### config.mk
export PLATFORM = sky130hd
export DESIGN_NAME = axis_rr_arbiter
export DESIGN_NICKNAME = d
export VERILOG_FILES = /design/src/rtl/axis_tools_pkg.sv /design/src/rtl/axis_from_pld.sv /design/src/rtl/axis_rr_pick.sv /design/src/rtl/axis_to_pld.sv /design/src/rtl/axis_rr_arbiter.sv
export SDC_FILE = /design/constraint.sdc
export NUM_CORES = 1
export LEC_CHECK = 0
export CORE_ASPECT_RATIO = 0.5
export CORE_MARGIN = 4
export CORE_UTILIZATION = 66
export DETAILED_ROUTE_END_ITERATION = 7
export DONT_BUFFER_PORTS = 1
export GPL_TIMING_DRIVEN = 0
export HOLD_SLACK_MARGIN = 0.12
export MAX_ROUTING_LAYER = met4
export PLACE_DENSITY_LB_ADDON = 0.25
export SLEW_MARGIN = 30
export SYNTH_ARGS = -nofsm -noshare
export SYNTH_HDL_FRONTEND = slang
export SYNTH_HIERARCHICAL = 1
export SYNTH_SLANG_ARGS = --single-unit
### constraint.sdc
create_clock -name clk -period 2.3 [get_ports clk]
set_input_delay 0.46 -clock clk [delete_from_list [all_inputs] [get_ports clk]]
set_output_delay 0.46 -clock clk [all_outputs]
set_load 0.05 [all_outputs]
### src/rtl/axis_tools_pkg.sv
// axis_tools_pkg: shared AXI-Stream payload helpers and arbiter state type
package axis_tools_pkg;
  typedef enum logic {ARB_IDLE, ARB_LOCKED} arb_state_e;
  function automatic int axis_pld_width(int tdata, int tuser, int tid, int tkeep);
    return tdata + tuser + tid + tkeep + 1;
  endfunction
  function automatic int axis_max1(int w);
    return w > 0 ? w : 1;
  endfunction
endpackage

### src/rtl/axis_from_pld.sv
// axis_from_pld: unpacks a payload back into AXI-Stream fields, absent fields read 0
module axis_from_pld
  import axis_tools_pkg::*;
#(
  parameter int WIDTH_TDATA = 32,
  parameter int WIDTH_TUSER = 0,
  parameter int WIDTH_TID = 0,
  parameter int WIDTH_TKEEP = 4,
  localparam int PW = axis_pld_width(WIDTH_TDATA, WIDTH_TUSER, WIDTH_TID, WIDTH_TKEEP)
) (
  input  logic [PW-1:0]                     pld_i,
  output logic [WIDTH_TDATA-1:0]            tdata_o,
  output logic                              tlast_o,
  output logic [axis_max1(WIDTH_TUSER)-1:0] tuser_o,
  output logic [axis_max1(WIDTH_TID)-1:0]   tid_o,
  output logic [axis_max1(WIDTH_TKEEP)-1:0] tkeep_o
);
  localparam int OI = WIDTH_TKEEP;
  localparam int OU = WIDTH_TKEEP + WIDTH_TID;
  assign {tdata_o, tlast_o} = pld_i[PW-1 -: WIDTH_TDATA+1];
  if (WIDTH_TUSER > 0) begin : g_user
    assign tuser_o = pld_i[OU +: WIDTH_TUSER];
  end else begin : g_no_user
    assign tuser_o = '0;
  end
  if (WIDTH_TID > 0) begin : g_id
    assign tid_o = pld_i[OI +: WIDTH_TID];
  end else begin : g_no_id
    assign tid_o = '0;
  end
  if (WIDTH_TKEEP > 0) begin : g_keep
    assign tkeep_o = pld_i[0 +: WIDTH_TKEEP];
  end else begin : g_no_keep
    assign tkeep_o = '0;
  end
endmodule

### src/rtl/axis_rr_pick.sv
// axis_rr_pick: rotating-priority encoder, first request at or after ptr wins
module axis_rr_pick #(
  parameter int N = 4,
  localparam int SRC_W = N > 1 ? $clog2(N) : 1
) (
  input  logic [N-1:0]     req_i,
  input  logic [SRC_W-1:0] ptr_i,
  output logic [SRC_W-1:0] gnt_idx_o,
  output logic             gnt_any_o
);
  logic [N-1:0] rot;
  logic [SRC_W-1:0] off;
  logic [SRC_W:0] sum;
  assign rot = N'({req_i, req_i} >> ptr_i);
  assign gnt_any_o = |req_i;
  // lowest set bit of the rotated request vector is the offset from ptr
  always_comb begin
    off = '0;
    for (int k = N - 1; k >= 0; k--) off = rot[k] ? SRC_W'(k) : off;
  end
  assign sum = {1'b0, ptr_i} + {1'b0, off};
  assign gnt_idx_o = sum >= (SRC_W+1)'(N) ? SRC_W'(sum - (SRC_W+1)'(N)) : sum[SRC_W-1:0];
endmodule

### src/rtl/axis_to_pld.sv
// axis_to_pld: packs one beat into {tdata, tlast, tuser, tid, tkeep}, absent fields omitted
module axis_to_pld
  import axis_tools_pkg::*;
#(
  parameter int WIDTH_TDATA = 32,
  parameter int WIDTH_TUSER = 0,
  parameter int WIDTH_TID = 0,
  parameter int WIDTH_TKEEP = 4,
  localparam int PW = axis_pld_width(WIDTH_TDATA, WIDTH_TUSER, WIDTH_TID, WIDTH_TKEEP)
) (
  input  logic [WIDTH_TDATA-1:0]            tdata_i,
  input  logic                              tlast_i,
  input  logic [axis_max1(WIDTH_TUSER)-1:0] tuser_i,
  input  logic [axis_max1(WIDTH_TID)-1:0]   tid_i,
  input  logic [axis_max1(WIDTH_TKEEP)-1:0] tkeep_i,
  output logic [PW-1:0]                     pld_o
);
  localparam int OI = WIDTH_TKEEP;
  localparam int OU = WIDTH_TKEEP + WIDTH_TID;
  assign pld_o[PW-1 -: WIDTH_TDATA+1] = {tdata_i, tlast_i};
  if (WIDTH_TUSER > 0) begin : g_user
    assign pld_o[OU +: WIDTH_TUSER] = tuser_i;
  end else begin : g_no_user
    logic unused_user;
    assign unused_user = ^tuser_i;
  end
  if (WIDTH_TID > 0) begin : g_id
    assign pld_o[OI +: WIDTH_TID] = tid_i;
  end else begin : g_no_id
    logic unused_id;
    assign unused_id = ^tid_i;
  end
  if (WIDTH_TKEEP > 0) begin : g_keep
    assign pld_o[0 +: WIDTH_TKEEP] = tkeep_i;
  end else begin : g_no_keep
    logic unused_keep;
    assign unused_keep = ^tkeep_i;
  end
endmodule

### src/rtl/axis_rr_arbiter.sv
// axis_rr_arbiter: packet-aware round-robin mux of N AXI-Stream sources onto one registered output
module axis_rr_arbiter
  import axis_tools_pkg::*;
#(
  parameter int N_INPUTS = 4,
  parameter int WIDTH_TDATA = 32,
  parameter int WIDTH_TUSER = 0,
  parameter int WIDTH_TID = 0,
  parameter int WIDTH_TKEEP = 4,
  localparam int SRC_W = N_INPUTS > 1 ? $clog2(N_INPUTS) : 1,
  localparam int UW = axis_max1(WIDTH_TUSER),
  localparam int IW = axis_max1(WIDTH_TID),
  localparam int KW = axis_max1(WIDTH_TKEEP)
) (
  input  logic                            clk,
  input  logic                            rst,
  input  logic [N_INPUTS-1:0]             axis_in_tvalid,
  output logic [N_INPUTS-1:0]             axis_in_tready,
  input  logic [N_INPUTS*WIDTH_TDATA-1:0] axis_in_tdata,
  input  logic [N_INPUTS-1:0]             axis_in_tlast,
  input  logic [N_INPUTS*UW-1:0]          axis_in_tuser,
  input  logic [N_INPUTS*IW-1:0]          axis_in_tid,
  input  logic [N_INPUTS*KW-1:0]          axis_in_tkeep,
  output logic                            axis_out_tvalid,
  input  logic                            axis_out_tready,
  output logic [WIDTH_TDATA-1:0]          axis_out_tdata,
  output logic                            axis_out_tlast,
  output logic [UW-1:0]                   axis_out_tuser,
  output logic [IW-1:0]                   axis_out_tid,
  output logic [KW-1:0]                   axis_out_tkeep,
  output logic [SRC_W-1:0]                axis_out_tsrc
);
  localparam int PW = axis_pld_width(WIDTH_TDATA, WIDTH_TUSER, WIDTH_TID, WIDTH_TKEEP);
  arb_state_e state_q, state_d;
  logic [SRC_W-1:0] grant_q, grant_d, ptr_q, ptr_d, tsrc_q, tsrc_d, gnt_idx, next_ptr;
  logic out_valid_q, out_valid_d, gnt_any, sel_valid, sel_last, can_load, locked, xfer;
  logic [PW-1:0] out_pld_q, out_pld_d, sel_pld;
  logic [PW-1:0] pld_w [N_INPUTS];
  for (genvar g = 0; g < N_INPUTS; g++) begin : g_src
    axis_to_pld #(
      .WIDTH_TDATA(WIDTH_TDATA), .WIDTH_TUSER(WIDTH_TUSER),
      .WIDTH_TID(WIDTH_TID), .WIDTH_TKEEP(WIDTH_TKEEP)
    ) u_pack (
      .tdata_i(axis_in_tdata[g*WIDTH_TDATA +: WIDTH_TDATA]),
      .tlast_i(axis_in_tlast[g]),
      .tuser_i(axis_in_tuser[g*UW +: UW]),
      .tid_i  (axis_in_tid[g*IW +: IW]),
      .tkeep_i(axis_in_tkeep[g*KW +: KW]),
      .pld_o  (pld_w[g])
    );
    assign axis_in_tready[g] = locked && grant_q == SRC_W'(g) && can_load;
  end
  axis_rr_pick #(.N(N_INPUTS)) u_pick (
    .req_i    (axis_in_tvalid),
    .ptr_i    (ptr_q),
    .gnt_idx_o(gnt_idx),
    .gnt_any_o(gnt_any)
  );
  // route the granted source's beat to the output register input
  always_comb begin
    sel_pld = '0;
    sel_valid = 1'b0;
    sel_last = 1'b0;
    for (int k = 0; k < N_INPUTS; k++) begin
      sel_pld = grant_q == SRC_W'(k) ? pld_w[k] : sel_pld;
      sel_valid = grant_q == SRC_W'(k) ? axis_in_tvalid[k] : sel_valid;
      sel_last = grant_q == SRC_W'(k) ? axis_in_tlast[k] : sel_last;
    end
  end
  assign locked = state_q == ARB_LOCKED;
  assign can_load = !out_valid_q || axis_out_tready;
  assign xfer = locked && sel_valid && can_load;
  assign next_ptr = grant_q == SRC_W'(N_INPUTS - 1) ? '0 : grant_q + SRC_W'(1);
  // arbitration FSM and output register next state; tlast releases the lock on its accept edge
  always_comb begin
    state_d = (!locked && gnt_any) ? ARB_LOCKED : (xfer && sel_last) ? ARB_IDLE : state_q;
    grant_d = (!locked && gnt_any) ? gnt_idx : grant_q;
    ptr_d = (xfer && sel_last) ? next_ptr : ptr_q;
    out_valid_d = xfer || (out_valid_q && !axis_out_tready);
    out_pld_d = xfer ? sel_pld : out_pld_q;
    tsrc_d = xfer ? grant_q : tsrc_q;
  end
  // state and output register update with synchronous reset
  always_ff @(posedge clk) begin
    if (rst) begin
      state_q <= ARB_IDLE;
      grant_q <= '0;
      ptr_q <= '0;
      out_valid_q <= 1'b0;
      out_pld_q <= '0;
      tsrc_q <= '0;
    end else begin
      state_q <= state_d;
      grant_q <= grant_d;
      ptr_q <= ptr_d;
      out_valid_q <= out_valid_d;
      out_pld_q <= out_pld_d;
      tsrc_q <= tsrc_d;
    end
  end
  axis_from_pld #(
    .WIDTH_TDATA(WIDTH_TDATA), .WIDTH_TUSER(WIDTH_TUSER),
    .WIDTH_TID(WIDTH_TID), .WIDTH_TKEEP(WIDTH_TKEEP)
  ) u_unpack (
    .pld_i  (out_pld_q),
    .tdata_o(axis_out_tdata),
    .tlast_o(axis_out_tlast),
    .tuser_o(axis_out_tuser),
    .tid_o  (axis_out_tid),
    .tkeep_o(axis_out_tkeep)
  );
  assign axis_out_tvalid = out_valid_q;
  assign axis_out_tsrc = tsrc_q;
endmodule
==> qor.csv <==
stage;metric;value;unit
routing;drt-initial-drc-count;246;
logic_synthesis;synthFlopType;dfxtp_1;
timing;period_share;95.03;%
global_routing;grt_pass1_wl;19.21;mm
placed_design;gp_congestion;0.8997;
logic_synthesis;async_reset_ff_share;0;%
logic_synthesis;yosys.area.top_type_share;29.72;%
critical_path;worstPathRequired;2470;ps
die;die_area;8825;sq um
power;power_density;699.2;nW/um^2
clock_network;clockRootBuffer;clkbuf_16;
logic_synthesis;synth.yosys.seq_area_share;18.67;%
timing;holdWs;415.2;ps
logic_synthesis;syn_area_per_cell;6.942;sq um
outcome;status;completed;
logic_synthesis;synth_top_cells_by_count;191 x buf_4, 115 x nand2_1, 75 x o21ai_0;
critical_path;end_kind;register;
critical_path;path_buf_inv;1;
power;vdd_ir_drop_max;341.9;uV
die;pin_count;209;
run;cap_viol_max_count;0;
critical_path;rrSetupSlack;110;ps
finish;fin_cells;794;
global_routing;grtUsageMet2;47.81;%
global_routing;grtUsageMet3;5.924;%
timing;post-route-min-period;2186;ps
global_routing;overflow;0;
routing;post-route-drc-count;0;
critical_path;cp_slowest_stage_delay;420;ps
global_routing;antenna_found_initial;0;
timing;fin_skew;5.376;ps
finish;area_delta_synth_final;6.743;%
clock_network;cts_buffer_depth;2;
timing;slew_violations;0;
global_routing;grt_usage;27.97;%
finish;fin_nets;869;
logic_synthesis;synth.most_common_cell;buf_4;
clock_network;clk_pin_slew;60;ps
timing;setup_viol;0;
min_path;min_path_type;in2reg;
critical_path;crit_type;reg2reg;
critical_path;arrival;2360;ps
logic_synthesis;synth_area_leaders;buf_4 30%, dfxtp_1 19%, nand2_1 8.9%;
critical_path;critical-path-top-delay-family;compound AO/OA/AOI/OAI gates;
clock_network;numCtsBuffers;5;
power;p_leak;2.280;nW
routing;ant_nets;0;
timing;rsz0062_at_grt;no;
routing;wl;12.70;mm
global_routing;grt_pass1_vias;3971;
die;die_y;68.46;microns
logic_synthesis;synth_largest_area_cell;buf_4;
clock_network;numClockSinks;45;
critical_path;slowest_stage;a2111oi_4;
routing;via_per_inst;5.553;
timing;relSlewSlack;59.07;%
timing;fmax;0.4575;GHz
finish;drive_gt1_share;33.62;%
clock_network;htree_levels;2;
logic_synthesis;synth-edff-count;0;
clock_network;clock_latency;280;ps
timing;tightest_slew;613.9;ps
timing;hold_violations;0;
global_routing;grt_busiest_layer;met2;
finish;antennaDiodeCount;0;
clock_network;cts_tree;built;
routing;route.detailed.wl_per_inst;16.00;microns
global_routing;use_met1;34.89;%
logic_synthesis;ys_types;39;
critical_path;startpoint_type;register;
placed_design;dp_hpwl;9.986;mm
die;start_util;70.08;%
die;core;6884;sq um
logic_synthesis;ys_ff_latch;45;
logic_synthesis;yosys_warnings;6;
die;fp-row-count;21;
logic_synthesis;synthesis.area;4825;sq um
die;die_x;128.9;microns
critical_path;crit_path_cell_trace;inv_1 > ha_1 > nand3b_1 > a221o_1 > a2111oi_4 > mux2_1;
placed_design;place.port_buffers;0;
routing;firstDrtPassIters;5;
critical_path;worst-path-max-fanout;7;
global_routing;grt_max_degree;20;
logic_synthesis;syn_inst;695;
placed_design;dp_cells;788;
clock_network;hold_buffers;0;
routing;routed-via-count;4409;
repair_timing:
| item | 4_1_cts | 5_1_grt |
|---|---|---|
| gates resized for setup | 12 | 9 |
| cloned | 0 | 0 |
| setup buffers | 0 | 2 |
| endpoints found under the setup margin | 4 | 41 |
| pin swaps | 0 | 1 |
final timing paths:
| kind | from | end | cells after the start |
|---|---|---|---|
| worst max-delay path | grant_q[1]$_SDFFE_PP0P_ | ptr_q[0]$_SDFFE_PP0P_ | 6 |
| worst min-delay path | rst | ptr_q[0]$_SDFFE_PP0P_ | 2 |
| worst max register to register | grant_q[1]$_SDFFE_PP0P_ | ptr_q[0]$_SDFFE_PP0P_ | 6 |
| worst min register to register | grant_q[1]$_SDFFE_PP0P_ | axis_out_tsrc[1]$_SDFFE_PP0P_ | 2 |
cell type report:
class                      instances  area [sq um]
buffer                           235          1664
clock buffer                       6         128.9
clock inverter                     2         38.79
fill                             593          1734
inverter                          41         153.9
multi-input combinational        371          2132
sequential                        45         902.1
tap                               92         115.1
timing repair buffer               2         15.01
stage by stage:
step	setup WS (ps)	utilization (%)	setup TNS [ps]	total power, W	cell area (sq um)
CTS	29.02	74.37	0	0.003578	5120
global route	4.536	74.81	0	0.003783	5150
finish	114.3	74.81	0	0.003601	5150
global placement	-301.6	71.81	-500.5	0.002742	4943
detailed placement	-321.8	71.81	-530.4	0.002770	4943
floorplan	182.0	-	0	0.002502	4828
cell families (layout without fill, tap and decap cells):
group | Yosys count | in the layout | synth area share (%)
AO/OA/AOI/OAI | 202 | 202 | 27.10
XOR/XNOR | 2 | 2 | 0.3631
adder cells (fa/ha/maj) | 5 | 5 | 1.297
buffers and inverters | 280 | 286 | 37.63
flip-flops | 45 | 45 | 18.67
multiplexers | 3 | 3 | 0.6483
other | 1 | 2 | 0.07773
AND/OR/NAND/NOR | 157 | 157 | 14.21
flip-flops by register name, indices dropped and copies added (netlist names):
signal and cells:
out_pld_q 37, axis_out_tsrc 2, grant_q 2, ptr_q 2, axis_out_tvalid 1, locked 1
cells in the final DEF, fill, tap and decap left out, types with 3 or more instances in the layout:
cell type	instances
buf_4	197
nand2_1	115
o21ai_0	75
a21oi_1	45
dfxtp_1	44
inv_1	41
a31oi_1	38
a311oi_1	27
clkbuf_1	24
nor2_1	10
a311oi_2	10
nand2b_1	6
buf_6	5
ha_1	5
clkbuf_16	5
buf_2	4
and3_4	4
buf_1	4
nor3_1	4
clkbuf_2	3
nor2b_1	3
nand3b_1	3
layer usage:
layer  share of wire (%)  up-vias
met5                   0        -
met1                  41     2032
met2                  48      188
met3                 9.8        8
met4                0.61        0
li1                    -     2181
where the power goes:
part / internal, W / switching [W] / total [W]
Clock: 0.000515 / 0.000298 / 0.000813
Sequential: 0.000903 / 0.0000861 / 0.000989
Combinational: 0.000681 / 0.00112 / 0.00180
Total: 0.00210 / 0.00150 / 0.00360
No activity file was read; power rests on OpenSTA's default activity.
